**src/rtl/cpu_pkg.sv**
```systemverilog
// Shared CPU front-end definitions: word geometry, fetch-queue entry layout,
// fetch FSM states and a small saturating-counter helper.
package cpu_pkg;

    localparam int unsigned CPU_WORD  = 4;                   // bytes per instruction word
    localparam int unsigned CPU_WIDTH = 8;                   // bits per byte
    localparam int unsigned CPU_DW    = CPU_WORD * CPU_WIDTH;

    // Fetch FSM: RUN issues and accepts, FLUSH drains stale responses.
    typedef enum logic [0:0] {
        ST_RUN   = 1'b0,
        ST_FLUSH = 1'b1
    } fetch_state_e;

    // One instruction-queue entry.
    typedef struct packed {
        logic [CPU_DW-1:0] inst;
        logic [CPU_DW-1:0] pc;
    } fetch_entry_t;

    // 16-bit increment that sticks at all-ones.
    function automatic logic [15:0] sat_inc16(input logic [15:0] v);
        return (v == 16'hFFFF) ? v : (v + 16'd1);
    endfunction

endpackage

```
**src/rtl/fetch_fifo.sv**
```systemverilog
// Small synchronous FIFO with zero-latency head, same-cycle push/pop and a
// flush that empties it regardless of concurrent push/pop. Storage is not
// reset; only pointers and occupancy are.
module fetch_fifo
    import cpu_pkg::*;
#(
    parameter type          entry_t = fetch_entry_t,
    parameter int unsigned  DEPTH   = 4,
    localparam int unsigned PW      = (DEPTH > 1) ? $clog2(DEPTH) : 1,
    localparam int unsigned OW      = $clog2(DEPTH + 1)
) (
    input  logic          clk,
    input  logic          rst_n,
    input  logic          push,
    input  entry_t        push_data,
    input  logic          pop,
    input  logic          flush,
    output logic [OW-1:0] occ,
    output entry_t        head
);

    entry_t        mem_q [DEPTH];
    logic [PW-1:0] wr_ptr_q, rd_ptr_q;
    logic [OW-1:0] occ_q;
    logic          push_ok_s, pop_ok_s;

    // Qualify push/pop: flush wins, never overfill, never pop when empty.
    always_comb begin
        push_ok_s = 1'b0;
        pop_ok_s  = 1'b0;
        if (flush) begin
            push_ok_s = 1'b0;
            pop_ok_s  = 1'b0;
        end else begin
            pop_ok_s  = pop && (occ_q != '0);
            push_ok_s = push && ((occ_q < OW'(DEPTH)) || pop_ok_s);
        end
    end

    // Entry storage write.
    always_ff @(posedge clk) begin
        if (push_ok_s) begin
            mem_q[wr_ptr_q] <= push_data;
        end
    end

    // Pointer and occupancy bookkeeping.
    always_ff @(posedge clk or negedge rst_n) begin
        if (!rst_n) begin
            wr_ptr_q <= '0;
            rd_ptr_q <= '0;
            occ_q    <= '0;
        end else if (flush) begin
            wr_ptr_q <= '0;
            rd_ptr_q <= '0;
            occ_q    <= '0;
        end else begin
            if (push_ok_s) wr_ptr_q <= wr_ptr_q + PW'(1'b1);
            if (pop_ok_s)  rd_ptr_q <= rd_ptr_q + PW'(1'b1);
            case ({push_ok_s, pop_ok_s})
                2'b10:   occ_q <= occ_q + OW'(1'b1);
                2'b01:   occ_q <= occ_q - OW'(1'b1);
                default: occ_q <= occ_q;
            endcase
        end
    end

    assign occ  = occ_q;
    assign head = mem_q[rd_ptr_q];

endmodule

```
**src/rtl/fetch_unit.sv**
```systemverilog
// Instruction fetch unit: issues sequential word fetches, tracks outstanding
// in-order responses, queues {inst, pc} for decode and restarts on redirect.
// Optional build macro FETCH_PERF_EN adds saturating flush/stall counters.
module fetch_unit
    import cpu_pkg::*;
#(
    parameter int unsigned          WORD     = CPU_WORD,
    parameter int unsigned          WIDTH    = CPU_WIDTH,
    parameter int unsigned          DEPTH    = 4,
    parameter logic [WORD*WIDTH-1:0] RESET_PC = '0
) (
    input  logic                  clk,
    input  logic                  rst_n,
    input  logic                  redir,
    input  logic [WORD*WIDTH-1:0] redir_pc,
    output logic                  imem_req,
    output logic [WORD*WIDTH-1:0] imem_addr,
    input  logic                  imem_gnt,
    input  logic                  imem_rvalid,
    input  logic [WORD*WIDTH-1:0] imem_rdata,
    output logic                  inst_valid,
    output logic [WORD*WIDTH-1:0] inst,
    output logic [WORD*WIDTH-1:0] inst_pc,
    input  logic                  inst_ready
`ifdef FETCH_PERF_EN
    ,
    output logic [15:0]           perf_flush_cnt,
    output logic [15:0]           perf_stall_cnt
`endif
);

    localparam int unsigned     DW       = WORD * WIDTH;
    localparam int unsigned     OSW      = $clog2(DEPTH + 1);
    localparam logic [OSW:0]    DEPTH_L  = (OSW + 1)'(DEPTH);
    localparam logic [DW-1:0]   WORD_INC = DW'(WORD);

    fetch_state_e   state_q, state_d;
    logic [OSW-1:0] os_q, os_d;
    logic [DW-1:0]  fa_q, fa_d;
    logic [DW-1:0]  ra_q, ra_d;
    logic [OSW-1:0] occ_s;
    logic [OSW:0]   fill_s;
    logic           fire_s, rsp_s, push_s, pop_s;
    fetch_entry_t   push_entry_s, head_s;

    assign fill_s = {1'b0, occ_s} + {1'b0, os_q};

    // Request gating: only in RUN, not while redirecting, and only while the
    // queue plus in-flight responses still fit. Held low during reset.
    always_comb begin
        imem_req = 1'b0;
        if (rst_n && (state_q == ST_RUN) && !redir && (fill_s < DEPTH_L)) begin
            imem_req = 1'b1;
        end else begin
            imem_req = 1'b0;
        end
    end

    assign imem_addr = fa_q;
    assign fire_s    = imem_req && imem_gnt;
    // A response with nothing outstanding is a memory protocol error; ignore it.
    assign rsp_s     = imem_rvalid && (os_q != '0);
    assign push_s    = (state_q == ST_RUN) && imem_rvalid && !redir;
    assign pop_s     = inst_valid && inst_ready;

    // Next fetch address, response address and outstanding count.
    always_comb begin
        fa_d = fa_q;
        ra_d = ra_q;
        os_d = os_q;
        if (redir) begin
            fa_d = redir_pc;
            ra_d = redir_pc;
        end else begin
            if (fire_s) fa_d = fa_q + WORD_INC;
            else        fa_d = fa_q;
            if (push_s) ra_d = ra_q + WORD_INC;
            else        ra_d = ra_q;
        end
        case ({fire_s, rsp_s})
            2'b10:   os_d = os_q + OSW'(1'b1);
            2'b01:   os_d = os_q - OSW'(1'b1);
            default: os_d = os_q;
        endcase
    end

    // FSM next state: a redirect drains any still-outstanding responses.
    always_comb begin
        state_d = state_q;
        case (state_q)
            ST_RUN: begin
                if (redir) state_d = (os_d != '0) ? ST_FLUSH : ST_RUN;
                else       state_d = ST_RUN;
            end
            ST_FLUSH: begin
                if (redir)              state_d = (os_d != '0) ? ST_FLUSH : ST_RUN;
                else if (os_d == '0)    state_d = ST_RUN;
                else                    state_d = ST_FLUSH;
            end
            default: state_d = ST_RUN;
        endcase
    end

    // Fetch state registers.
    always_ff @(posedge clk or negedge rst_n) begin
        if (!rst_n) begin
            state_q <= ST_RUN;
            os_q    <= '0;
            fa_q    <= RESET_PC;
            ra_q    <= RESET_PC;
        end else begin
            state_q <= state_d;
            os_q    <= os_d;
            fa_q    <= fa_d;
            ra_q    <= ra_d;
        end
    end

    assign push_entry_s.inst = imem_rdata;
    assign push_entry_s.pc   = ra_q;

    fetch_fifo #(
        .entry_t (fetch_entry_t),
        .DEPTH   (DEPTH)
    ) u_fifo (
        .clk       (clk),
        .rst_n     (rst_n),
        .push      (push_s),
        .push_data (push_entry_s),
        .pop       (pop_s),
        .flush     (redir),
        .occ       (occ_s),
        .head      (head_s)
    );

    assign inst_valid = (occ_s != '0);
    assign inst       = head_s.inst;
    assign inst_pc    = head_s.pc;

`ifdef FETCH_PERF_EN
    logic [15:0] flush_cnt_q, stall_cnt_q;

    // Saturating counters: redirect cycles and empty-queue cycles in RUN.
    always_ff @(posedge clk or negedge rst_n) begin
        if (!rst_n) begin
            flush_cnt_q <= 16'd0;
            stall_cnt_q <= 16'd0;
        end else begin
            if (redir) flush_cnt_q <= sat_inc16(flush_cnt_q);
            if ((state_q == ST_RUN) && !inst_valid) stall_cnt_q <= sat_inc16(stall_cnt_q);
        end
    end

    assign perf_flush_cnt = flush_cnt_q;
    assign perf_stall_cnt = stall_cnt_q;
`endif

endmodule

```
**config.mk**
```make
export PLATFORM = sky130hd
export DESIGN_NAME = fetch_unit
export DESIGN_NICKNAME = d
export VERILOG_FILES = /design/src/rtl/cpu_pkg.sv /design/src/rtl/fetch_fifo.sv /design/src/rtl/fetch_unit.sv
export SDC_FILE = /design/constraint.sdc
export NUM_CORES = 1
export LEC_CHECK = 0
export CAP_MARGIN = 5
export CORE_MARGIN = 2
export CORE_UTILIZATION = 39
export CTS_BUF_LIST = sky130_fd_sc_hd__clkbuf_4 sky130_fd_sc_hd__clkbuf_8
export DETAILED_ROUTE_END_ITERATION = 7
export GPL_TIMING_DRIVEN = 0
export SYNTH_ARGS = -nofsm -noshare
export SYNTH_HDL_FRONTEND = slang
export SYNTH_SLANG_ARGS = --single-unit
export TNS_END_PERCENT = 100
```
**constraint.sdc**
```tcl
create_clock -name clk -period 3.4 [get_ports clk]
set_clock_uncertainty 0.15 [all_clocks]
set_input_delay 0.68 -clock clk [delete_from_list [all_inputs] [get_ports clk]]
set_output_delay 0.68 -clock clk [all_outputs]
set_load 0.005 [all_outputs]
```
Yosys cells after proc, flatten, opt, wreduce, memory -nomap -nowiden
Memory sizes are Yosys's and may differ from the RTL's.
Cells that the tools add are included.
{"block": "totals", "register_bits": 75, "mem_bits_rw": 256, "inputBits": 70, "output_inout_bits": 98, "word_cells": 66, "memories": 1}
{"block": "classes", "add_sub_neg": 9, "n_lt_le_gt_ge": 2, "eq_ne": 4, "muxes": 21, "bitwise_logic": 1, "n_reduce_logical": 21}
{"name": "u_fifo.mem_q", "depth": 4, "word_bits": 64, "read_ports": 1, "rd_clocked_by_memory_dff": 0, "wr": 1, "line": "fetch_fifo.sv:22", "source": "entry_t mem_q [DEPTH];"}
{"operator": "2-to-1 mux 32 bit", "n": 4}
{"operator": "adder 32 x 3 -> 32 bit, second input constant", "n": 2}
{"operator": "one-hot mux 3 bit (2 select lines)", "n": 2}
{"operator": "nonzero test 3 bit", "n": 4}
{"operator": "logical AND 1 bit", "n": 10}
{"operator": "2-to-1 mux 1 bit", "n": 9}
{"operator": "2-to-1 mux 2 bit", "n": 4}
{"operator": "nonzero test 2 bit", "n": 4}
{"operator": "adder 3 x 1 -> 3 bit, second input constant", "n": 2}
{"operator": "subtractor 3 x 1 -> 3 bit, second input constant", "n": 2}
{"operator": "adder 2 x 1 -> 2 bit, second input constant", "n": 2}
{"operator": "adder 3 x 3 -> 4 bit", "n": 1}
{"operator": "equality test 2 x 1 -> 1 bit, second input constant", "n": 2}
{"operator": "equality test 2 bit, second input constant", "n": 2}
{"operator": "less-than comparator 4 x 3 -> 1 bit, second input constant", "n": 1}
{"operator": "logical NOT 3 bit", "n": 1}
{"operator": "less-than comparator 3 bit, second input constant", "n": 1}
{"operator": "2-to-1 mux 3 bit", "n": 1}
{"operator": "one-hot mux 1 bit (2 select lines)", "n": 1}
{"operator": "logical NOT 1 bit", "n": 1}
{"operator": "logical OR 1 bit", "n": 1}
{"operator": "inverter 1 bit", "n": 1}

Depth between registers and ports, before layout
{"block": "depth", "ltp_word": 12, "mapped_depth": 14, "ltp_nobuf": 12}

By module
A second synthesis with hierarchy kept.
{"block": "unflattened", "cells_unflattened": 805, "hier_area_um2": 13648.1}
{"mod": "fetch_fifo", "instances": 1, "cells_per_inst": 394, "area_each_um2": 9761.9, "seq_area_each_um2": 7862.5}
{"mod": "fetch_unit", "instances": 1, "cells_per_inst": 411, "area_each_um2": 3886.2, "seq_area_each_um2": 1701.6}

Least setup slack after synthesis
Ideal clock, no wire load.
{"block": "synth_timing", "path_type": "input -> register", "start": "in redir", "end": "mem u_fifo.mem_q[1][0] (netlist name), enable pin", "setup_ns": 0.429, "t_arrival_ns": 3.008, "required_ns": 2.821, "path_slack_ns": -0.187, "stages": 5, "n_path_buf": 2, "path_cell_list": "clkbuf_1 nor2_1 and3_1 clkbuf_1 and2_1"}
{"block": "synth_between", "elab_chain_len": 6}
{"item": "from (decl)", "line": "fetch_unit.sv:14", "source": "input logic redir,"}
{"item": "logical NOT 1 bit", "line": "fetch_unit.sv:63", "source": "assign push_s = (state_q == ST_RUN) && imem_rvalid && !redir;"}
{"item": "logical AND 1 bit", "line": "fetch_unit.sv:63"}
{"item": "logical AND 1 bit", "line": "fetch_fifo.sv:36", "source": "push_ok_s = push && ((occ_q < OW'(DEPTH)) || pop_ok_s);"}
{"item": "2-to-1 mux 1 bit *", "line": "fetch_fifo.sv:31", "source": "if (flush) begin"}
{"item": "2-to-1 mux 1 bit *", "line": "fetch_fifo.sv:42", "source": "if (push_ok_s) begin"}
{"item": "2-to-1 mux 1 bit (not written as such) *", "line": "fetch_fifo.sv:43", "source": "mem_q[wr_ptr_q] <= push_data;"}
{"item": "to (decl)", "line": "fetch_fifo.sv:22"}
Every way passes the cells marked *; elsewhere a longest branch is shown, timed or not.

Worst setup path after layout
{"block": "layout_timing", "start": "reg u_fifo.rd_ptr_q[1]", "end": "out inst_pc[12]"}
{"block": "layout_between", "elab_chain_len": 1}
{"item": "from (decl)", "line": "fetch_fifo.sv:23", "source": "logic [PW-1:0] wr_ptr_q, rd_ptr_q;"}
{"item": "from (signal assigned)", "line": "fetch_fifo.sv:59", "source": "if (pop_ok_s) rd_ptr_q <= rd_ptr_q + PW'(1'b1);"}
{"item": "memory (4 x 64 bit)"}
{"item": "to (decl)", "line": "fetch_unit.sv:23", "source": "output logic [WORD*WIDTH-1:0] inst_pc,"}
No other way between the ends.

==> summary.md <==
| Metric | Value |
|---|---|
| Run status | `complete, no violations` |
| Worst R2R Setup Slack | `210 ps` |
| DR WL met2 | `between 10000 and 15000 µm` |
| Initial core utilization | `39.9%` |
| GRT Resource Usage Total | `17.6%` |
| Maximum VDD drop | `0.000278 V` |
| Filler cell count | `roughly 2900` |
| WHS | `between 100 and 150 ps` |
| H-tree Lvls | `2` |
| Crit path max fanout | `10` |
| Core ar. | `~34000 µm²` |
| Dpl cell area | `15800 µm²` |
| Met3 WL post-DR | `2290 µm` |
| M1 WL | `approximately 14000 µm` |
| Critical Path AT | `2450 ps` |
| Die height | `190 µm` |
| Setup crit start kind | `flip-flop` |
| Number of synthesized flops with an enable pin | `approximately 260` |
| Tcrit/Tclk final | `96.4%` |
| Yosys Warn Count | `0` |
| Total Die Area | `around 36000 µm²` |
| Avg WL per Cell | `20.7 µm` |
| Cell accounting for the most synthesized area | `edfxtp_1` |
| Synthesized cell area | `13400 µm²` |
| # rows | `67` |
| Final TNS setup | `0 ps` |
| Final setup fails | `0` |
| Number of diodes | `0` |
| Delay-heaviest family, CP | `buffers and inverters` |
| Final WL | `~31000 µm` |
| DRC Markers | `0` |
| Setup Crit Path Kind | `flip-flop to primary output` |
| Die width | `around 190 µm` |
| Hold Violations, Final | `0` |
| CP Capture Type | `primary output` |
| Top Layer Used | `met4` |
| Synth top area share | `roughly 57%` |
| Detail Route Antenna Nets | `0` |
| CTS clk-pin slew, worst paths | `60 ps` |
| Vias in the first global route | `around 8300` |
| Post-synthesis sequential area ratio | `a little under three quarters` |
| Finished Cell Area | `17000 µm²` |
| Relative slew slack | `around 28%` |
| Yosys reg bits | `331` |
| Cts bufs inserted | `54` |
| Initial antenna violation count | `0` |
| Drt pass-1 iters | `5` |
| Synth area leaders | `edfxtp_1 57%, dfrtp_1 14%, mux4_2 11%` |
| CP max stage delay | `530 ps` |
| Syn Inst Count | `783` |
| Final Wtd Congestion | `0.898` |
| Clk_lat worst skew | `roughly 570 ps` |
| Layout Nets | `1095` |
| Synth Flop Type | `edfxtp_1` |
| Via/cell ratio | `5.25` |
| Clock Root Buffer | `clkbuf_8` |
| Post-layout min period | `3280 ps` |
| Finished Layout Cells | `about 1500` |
| Worst Tran Pin Value | `1080 ps` |
| First-pass GRT wire length | `around 48000 µm` |
| Post-synth ARST share | `22.7%` |
| Highest Clock Rate | `305 MHz` |
| CP max stage cell | `clkdlybuf4s50_1` |
| Share of cells above drive strength 1 | `between 10% and 20%` |
| GRT Residual Overflow | `0` |
| Syn-to-layout area delta | `26.6%` |
| Hpwl dp | `20300 µm` |
| Placed cells | `1402` |
| Unique masters post-synth | `just over 50` |
| Largest net degree at the start of global routing | `56` |
| Via Count | `7895` |
| Drt first-iter violations | `just over 500` |
| Boundary Pins | `between 150 and 200` |
| Synthesized area per cell | `approximately 17 µm²` |
| Worst EP required | `2570 ps` |
| Buffers and inverters on the worst path | `3` |
| CTS max path bufs | `3` |
| Post-synth net total | `864` |
| Final Max Slew Viols | `0` |
| Critical Path, Cell by Cell | `clkbuf_2 -> buf_2 -> mux4_2 -> clkdlybuf4s50_1` |
| Hold crit path type | `input port to asynchronous set/reset pin` |
| Clock sink count | `331` |
| Pwr Density | `608 nW/µm²` |
| Static Leak | `5.78 nW` |
| PortBufs | `approximately 170` |
| CTS tree | `done` |
| Max-cap violations | `0` |
## worst reg2reg max path: cells and delay by family, from the launching register on
| kind | cells | cell delay (ps) |
|---|---|---|
| buf+inv | 3 | 310 |
| flops | 1 | 430 |
| fa+ha+maj | 3 | 650 |
| simple gates | 5 | 1220 |
| xor+xnor | 2 | 300 |
## final timing paths
path | from | end | depth (start not counted)
max in group asynchronous | rst_n | imem_addr[22]$_DFFE_PN0N_ | 3
min reg2reg | os_q[2]$_DFF_PN0_ | os_q[2]$_DFF_PN0_ | 1
max | u_fifo.rd_ptr_q[1]$_DFFE_PN0P_ | inst_pc[12] | 4
max reg2reg | u_fifo.occ[2]$_DFFE_PN0P_ | state_q$_DFF_PN0_ | 13
min in group clk | os_q[2]$_DFF_PN0_ | os_q[2]$_DFF_PN0_ | 1
min | rst_n | imem_addr[4]$_DFFE_PN0N_ | 3
## kinds of logic after synthesis
family	Yosys count	synth area share (%)
flip-flops	331	71.2
AND/OR/NAND/NOR	180	7.07
AO/OA/AOI/OAI	80	3.79
buffers and inverters	53	1.62
XOR/XNOR	43	2.80
multiplexers	85	12.4
adder cells (fa/ha/maj)	11	1.14
## timing repair
action | CTS | global route
pin swaps | 2 | 2
endpoints found under the setup margin | 61 | 38
buffers inserted | 1 | 0
resized for setup | 26 | 10
endpoints found under the hold margin | 23 | 0
cloned | 1 | 0
hold buffers | 3 | 0
## layout by cell type (no fill, tap or decap), drive strengths merged, types with 5 or more instances in the layout
master / count
a21oi: 7
and2: 9
and3: 11
buf: 21
clkbuf: 99
clkdlybuf4s50: 164
clkinv: 20
dfrtp: 75
edfxtp: 256
ha: 9
inv: 15
mux2: 16
mux2i: 5
mux4: 64
nand2: 47
nand3: 26
nand4: 27
nor2: 25
nor3: 8
nor4: 6
o211ai: 6
o21ai: 37
o311ai: 7
xnor2: 20
xor2: 23
## power by group
part | internal, mW | switching [mW]
clock | 1.89 | 1.51
combinational | 1.25 | 0.877
sequential | 4.60 | 0.222
## per-stage QoR
stage | utilization, % | power, mW | setup slack (ps)
3_3_place_gp | 46.5 | 6.98 | -3210
3_5_place_dp | 46.9 | 7.02 | -634
4_1_cts | 50.5 | 10.5 | 1.09
5_1_grt | 50.5 | 10.8 | -0.415
6_report | 50.5 | 10.3 | 122
2_1_floorplan | - | 5.94 | 344
## per-layer routing
metal,track usage (%),vias up
met4,6.05,0
met5,0,-
met2,28.0,339
met3,3.89,61
met1,24.1,3941
li1,-,3554
## state kept, by name (all words and copies together), names as in the netlist
signal	cells
u_fifo.rd_ptr_q	2
imem_addr	32
u_fifo.wr_ptr_q	2
state_q	1
u_fifo.mem_q	256
os_q	3
u_fifo.occ	3
ra_q	32
## cells in the mapped netlist (2+ instances only)
| library cell | number |
|---|---|
| fa_1 | 2 |
| nand2b_1 | 3 |
| nor2b_1 | 2 |
| a21boi_0 | 4 |
| nand2_1 | 47 |
| o21ai_0 | 37 |
| xor2_1 | 23 |
| a41oi_1 | 3 |
| dfrtp_1 | 75 |
| mux4_2 | 64 |
| o31a_1 | 4 |
| o311ai_0 | 7 |
| nor4_1 | 5 |
| ha_1 | 9 |
| and2_1 | 9 |
| and4_1 | 3 |
| xnor2_1 | 20 |
| nand4_1 | 27 |
| or3_1 | 3 |
| and3_1 | 11 |
| inv_1 | 14 |
| buf_1 | 4 |
| clkbuf_1 | 23 |
| and3b_1 | 2 |
| a21oi_1 | 7 |
| o211ai_1 | 6 |
| nor3_1 | 8 |
| mux2i_1 | 5 |
| nor3b_1 | 2 |
| buf_2 | 9 |
| edfxtp_1 | 256 |
| o31ai_1 | 3 |
| mux2_2 | 16 |
| a31oi_1 | 4 |
| nand3_1 | 26 |
| nor2_1 | 25 |
## final cells by class
cell class | instances | area, µm² | share of cell area (%)
inverter | 16 | 60.1 | 0.353
sequential | 331 | 9570 | 56.2
clock buffer | 75 | 913 | 5.37
buffer | 36 | 200 | 1.18
clock inverter | 24 | 163 | 0.955
tap | 448 | 561 | 3.29
timing repair buffer | 176 | 1890 | 11.1
multi-input combinational | 399 | 3680 | 21.6
(Power assumes the default switching activity.)
==> variant 1, RTL diff (same flow settings) <==
Build with the macro `FETCH_PERF_EN` defined.
--- a/src/rtl/fetch_unit.sv
+++ b/src/rtl/fetch_unit.sv
@@ -3,2 +3,4 @@
 // Optional build macro FETCH_PERF_EN adds saturating flush/stall counters.
+`define FETCH_PERF_EN
+
 module fetch_unit
Check against the original RTL (old outputs only; new: perf_flush_cnt and perf_stall_cnt): equivalent (Yosys induction, for registers that start in step).
==> variant 1 against the original RTL <==
Cell area up 12%. Sequential cell count up 32. Critical path depth up 2. Hold slack better by 0.27 ns. Fmax up 0.43%. Combinational power up 18%. Synthesized area up 10%. Critical endpoint is now imem_req. Power up 14%. Routed wire length up 11%. Cell count up 17%. Sequential power up 11%. Setup slack better by 0.014 ns.
==> variant 1: results (changes against the original RTL) <==
- Met1 wire length: 15.5 mm (+13%)
- Detailed-route via count: 9041 (+15%)
- Met3 WL: 2.69 mm (+17%)
- Ranking of synthesized cells by area: edfxtp_1, dfrtp_1, mux4_2, xnor2_1, nand2_1
- Distinct cells, synth: 55 (+7.8%)
- Crit-path max FO: 2 (-8)
- Layout cells sized above 1: 0.171 (-0.0244)
- CP max-delay cell: dlygate4sd3_1
- Most common library cells after synthesis: edfxtp_1, dfrtp_1, mux4_2
- Layout net count: 1287 (+18%)
- Vias in the first global route: 9143 (+9.8%)
- RePlAce Congestion: 0.884 (-1.6%)
- Slew headroom: 0.536 (+0.258)
- Metal2 WL: 15.6 mm (+9.4%)
- Net Count, Synth: 1006 (+16%)
- Status: complete, no violations
- First DRT Iteration DRCs: 397 (-23%)
- H-tree levels: 2 (unchanged)
- DR pass1 iterations: 5 (unchanged)
- Critical path arrival: 2.43 ns (-0.02 ns)
- Leak pwr: 6.66 nW (+15%)
- Max VDD drop: 0.240 mV (-14%)
- R2R depth: 13 (unchanged)
- Seq/Total Area, Yosys: 0.698 (-0.0132)
- CP startpoint kind: input pin
- Fillers: 3230 (+12%)
- Gr usage total: 0.177 (+0.000843)
- Top Metal Used: met4
- Worst-Skew Late Latency: 0.64 ns (+0.07 ns)
- Ys async rst share: 0.295 (+0.0682)
- Largest register by flop count: u_fifo.mem_q
- Dpl hpwl: 22.4 mm (+10%)
- Total CTS buffers: 60 (+11%)
- Final wirelength: 34.6 mm (+11%)
- Largest net degree at the start of global routing: 66 (+18%)
- Hold Path Class: reg -> reg
- Wire length of the first global-routing pass: 52.5 mm (+9.0%)
- Setup slack at placement: -1.12 ns (-0.483 ns)
- PortBufs: 199 (+20%)
variant 1: power by group:
part           total [mW]  internal (mW)  switching [mW]
combinational        2.52           1.52           0.996
sequential           5.37           5.04           0.324
clock                3.87           2.16            1.72
total                11.8           8.72            3.04
variant 1: cell families (layout without fill, tap and decap cells):
group / count (synthesis) / count (layout) / synth area share
adders and majority gates: 13 / 13 / 0.0120
and+or+nand+nor: 253 / 253 / 0.0895
AOI/OAI and AO/OA: 105 / 105 / 0.0455
xor gates and xnor gates: 65 / 65 / 0.0384
DFF: 363 / 363 / 0.698
buffers and inverters: 53 / 384 / 0.0142
muxes: 71 / 71 / 0.102
variant 1: metrics by stage:
stage / hold WS (ns) / cell area, um^2 / cells
after CTS: 0.375 / 19000 / 1753
after global routing: 0.388 / 19100 / 1765
final: 0.370 / 19100 / 1765
after global placement: 0.353 / 17500 / 1633
after floorplan: 0.234 / 14800 / 923
after detailed placement: 0.361 / 17600 / 1638
variant 1: metal layers:
metal	vias to the layer above	track usage
li1	4168	-
met1	4500	0.244
met2	314	0.270
met3	59	0.0522
met4	0	0.0556
met5	-	0
variant 1: final cells by class:
class / instances / area, um^2 / area share
sequential: 363 / 10400 / 0.542
multi-input combinational: 507 / 4280 / 0.224
inverter: 18 / 71.3 / 0.00373
timing repair inverter: 1 / 5.00 / 0.000261
timing repair buffer: 220 / 2310 / 0.121
clock inverter: 33 / 226 / 0.0118
tap: 511 / 639 / 0.0334
buffer: 33 / 235 / 0.0123
clock buffer: 79 / 1010 / 0.0526
variant 1: final timing paths:
path	to	slack (ns)	from
hold reg to reg	perf_stall_cnt[15]	0.37	perf_stall_cnt[15]
setup / recovery	imem_req	0.14	rst_n
setup reg to reg	state_q	0.37	u_fifo.occ[2]
hold / removal	perf_stall_cnt[15]	0.37	perf_stall_cnt[15]
min in group asynchronous	imem_addr[22]	0.59	rst_n
max in group asynchronous	ra_q[23]	1.73	rst_n
variant 1: timing repair:
action / 4_1_cts / 5_1_grt
resized for setup: 39 / 10
hold endpoints to repair: 42 / 0
hold buffers: 5 / 0
cloned: 0 / 1
setup endpoints to repair: 66 / 35
buffers inserted: 0 / 11
==> variant 2, RTL diff (same flow settings) <==
Made on the original files. Change the package constant `CPU_WORD` from 4 to 6.
--- a/src/rtl/cpu_pkg.sv
+++ b/src/rtl/cpu_pkg.sv
@@ -4,3 +4,3 @@
 
-    localparam int unsigned CPU_WORD  = 4;                   // bytes per instruction word
+    localparam int unsigned CPU_WORD  = 6;                   // bytes per instruction word
     localparam int unsigned CPU_WIDTH = 8;                   // bits per byte
Interface: changed (5 resized); port bits go from 168 to 248. The function was not compared with the original's and may differ.
==> variant 2 against the original RTL <==
Combinational power is 65% higher. Sequential cell count increased by 160. Setup slack got worse by 0.031 ns. Register-to-register slack about the same. Routed wire length increased by 65%. Synthesized area up 50%. Utilization fell by 0.47 points. Synthesized cell count rose by 52%. Critical path depth grew 2. Count of clock-buffer cells in the layout rose by 38. Cell area increased by 51%. First-iteration DRC count grew 54%. Power is 52% higher. Critical path type is now in -> out. Largest power group unchanged.
==> variant 2: results (changes against the original RTL) <==
- Gr usage total: 0.195 (+0.0193)
- Met3 WL: 3.43 mm (+50%)
- Slew headroom: 0.159 (-0.119)
- H-tree levels: 3 (+1)
- Final wirelength: 51.6 mm (+65%)
- Layout net count: 1656 (+51%)
- Layout cells sized above 1: 0.195 (-0.000927)
- Max reg flops: 384 (+50%)
- Hold Path Class: reg -> reg
- Dpl hpwl: 35.0 mm (+72%)
- Status: complete, no violations
- Largest net degree at the start of global routing: 58 (+3.6%)
- Seq/Total Area, Yosys: 0.706 (-0.00518)
- Distinct cells, synth: 60 (+18%)
- Vias/cell: 5.43 (+3.4%)
- Max VDD drop: 0.305 mV (+9.6%)
- Worst-Skew Late Latency: 0.66 ns (+0.09 ns)
- PortBufs: 246 (+48%)
- Post-Syn Instances: 1194 (+52%)
- Placed Cells: 2129 (+52%)
- First DRT Iteration DRCs: 792 (+54%)
- Met1 wire length: 22.6 mm (+65%)
- Crit-path max FO: 3 (-7)
- RePlAce Congestion: 0.885 (-1.4%)
- Critical path arrival: 2.48 ns (+0.03 ns)
variant 2: cell types whose count changed after synthesis, moves of 20 or more:
cell / before / now
o211ai_1: 6 / 26
nand3_1: 26 / 58
edfxtp_1: 256 / 384
mux4_2: 64 / 96
nand2_1: 47 / 71
dfrtp_1: 75 / 107
variant 2: worst paths after layout:
kind / startpoint / end / cells past startpoint
max: rst_n / imem_req / 6
min: os_q[2] / os_q[2] / 1
max reg2reg: ra_q[1] / ra_q[31] / 7
min reg2reg: os_q[2] / os_q[2] / 1
max in group asynchronous: rst_n / u_fifo.rd_ptr_q[0] / 5
min in group asynchronous: rst_n / imem_addr[42] / 4
variant 2: cells by family (layout without fill, tap and decap cells):
family / Yosys count / after routing / synth area share
muxes: 112 / 112 / 0.116
xor gates and xnor gates: 48 / 48 / 0.0209
DFF: 491 / 491 / 0.706
and+or+nand+nor: 311 / 311 / 0.0866
AOI/OAI and AO/OA: 137 / 137 / 0.0457
adders and majority gates: 11 / 11 / 0.00759
buffers and inverters: 84 / 501 / 0.0167
variant 2: metal layers:
layer | track usage | vias to the layer above
met4 | 0.0722 | 0
met5 | 0 | -
met3 | 0.0433 | 84
met2 | 0.309 | 470
li1 | - | 5515
met1 | 0.266 | 6363
variant 2: critical path: stages:
cell and delay (ns):
dlygate4sd3_1 0.56, buf_8 0.13, buf_16 0.12, nor4b_4 0.25
and3_4 0.23, clkdlybuf4s50_1 0.51
variant 2: final cells by class:
cell class / instances / area (um^2)
fillers: 4318 / 25600
multi-input cells: 619 / 5590
plain buffers: 55 / 344
well taps: 680 / 851
flip-flops and latches: 491 / 14200
clock buffers: 113 / 1410
inverters: 25 / 98.8
clock inverters: 41 / 216
repair buffers: 267 / 2900
variant 2: where the power goes:
part           switching (mW)  internal (mW)
combinational            1.43           2.08
clock                    2.36           2.77
sequential              0.307           6.81
variant 2: through the flow:
| stage | util | setup TNS, ns | hold WS [ns] | setup WS, ns | cell area (um^2) |
|---|---|---|---|---|---|
| 2_1_floorplan | - | 0 | 0.234 | 0.119 | 20100 |
| 3_3_place_gp | 0.458 | -1085.13 | 0.373 | -4.77 | 23400 |
| 3_5_place_dp | 0.463 | -44.91 | 0.371 | -0.923 | 23700 |
| 4_1_cts | 0.500 | 0 | 0.377 | 0.00146 | 25600 |
| 5_1_grt | 0.501 | 0 | 0.424 | 0.00172 | 25600 |
| 6_report | 0.501 | 0 | 0.375 | 0.0910 | 25600 |
variant 2: timing repair:
action	in CTS	in global routing
gates resized for setup	71	8
hold buffers	5	0
endpoints found under the hold margin	50	0
setup endpoints to repair	100	6
pin swaps	1	1
setup buffers	6	1
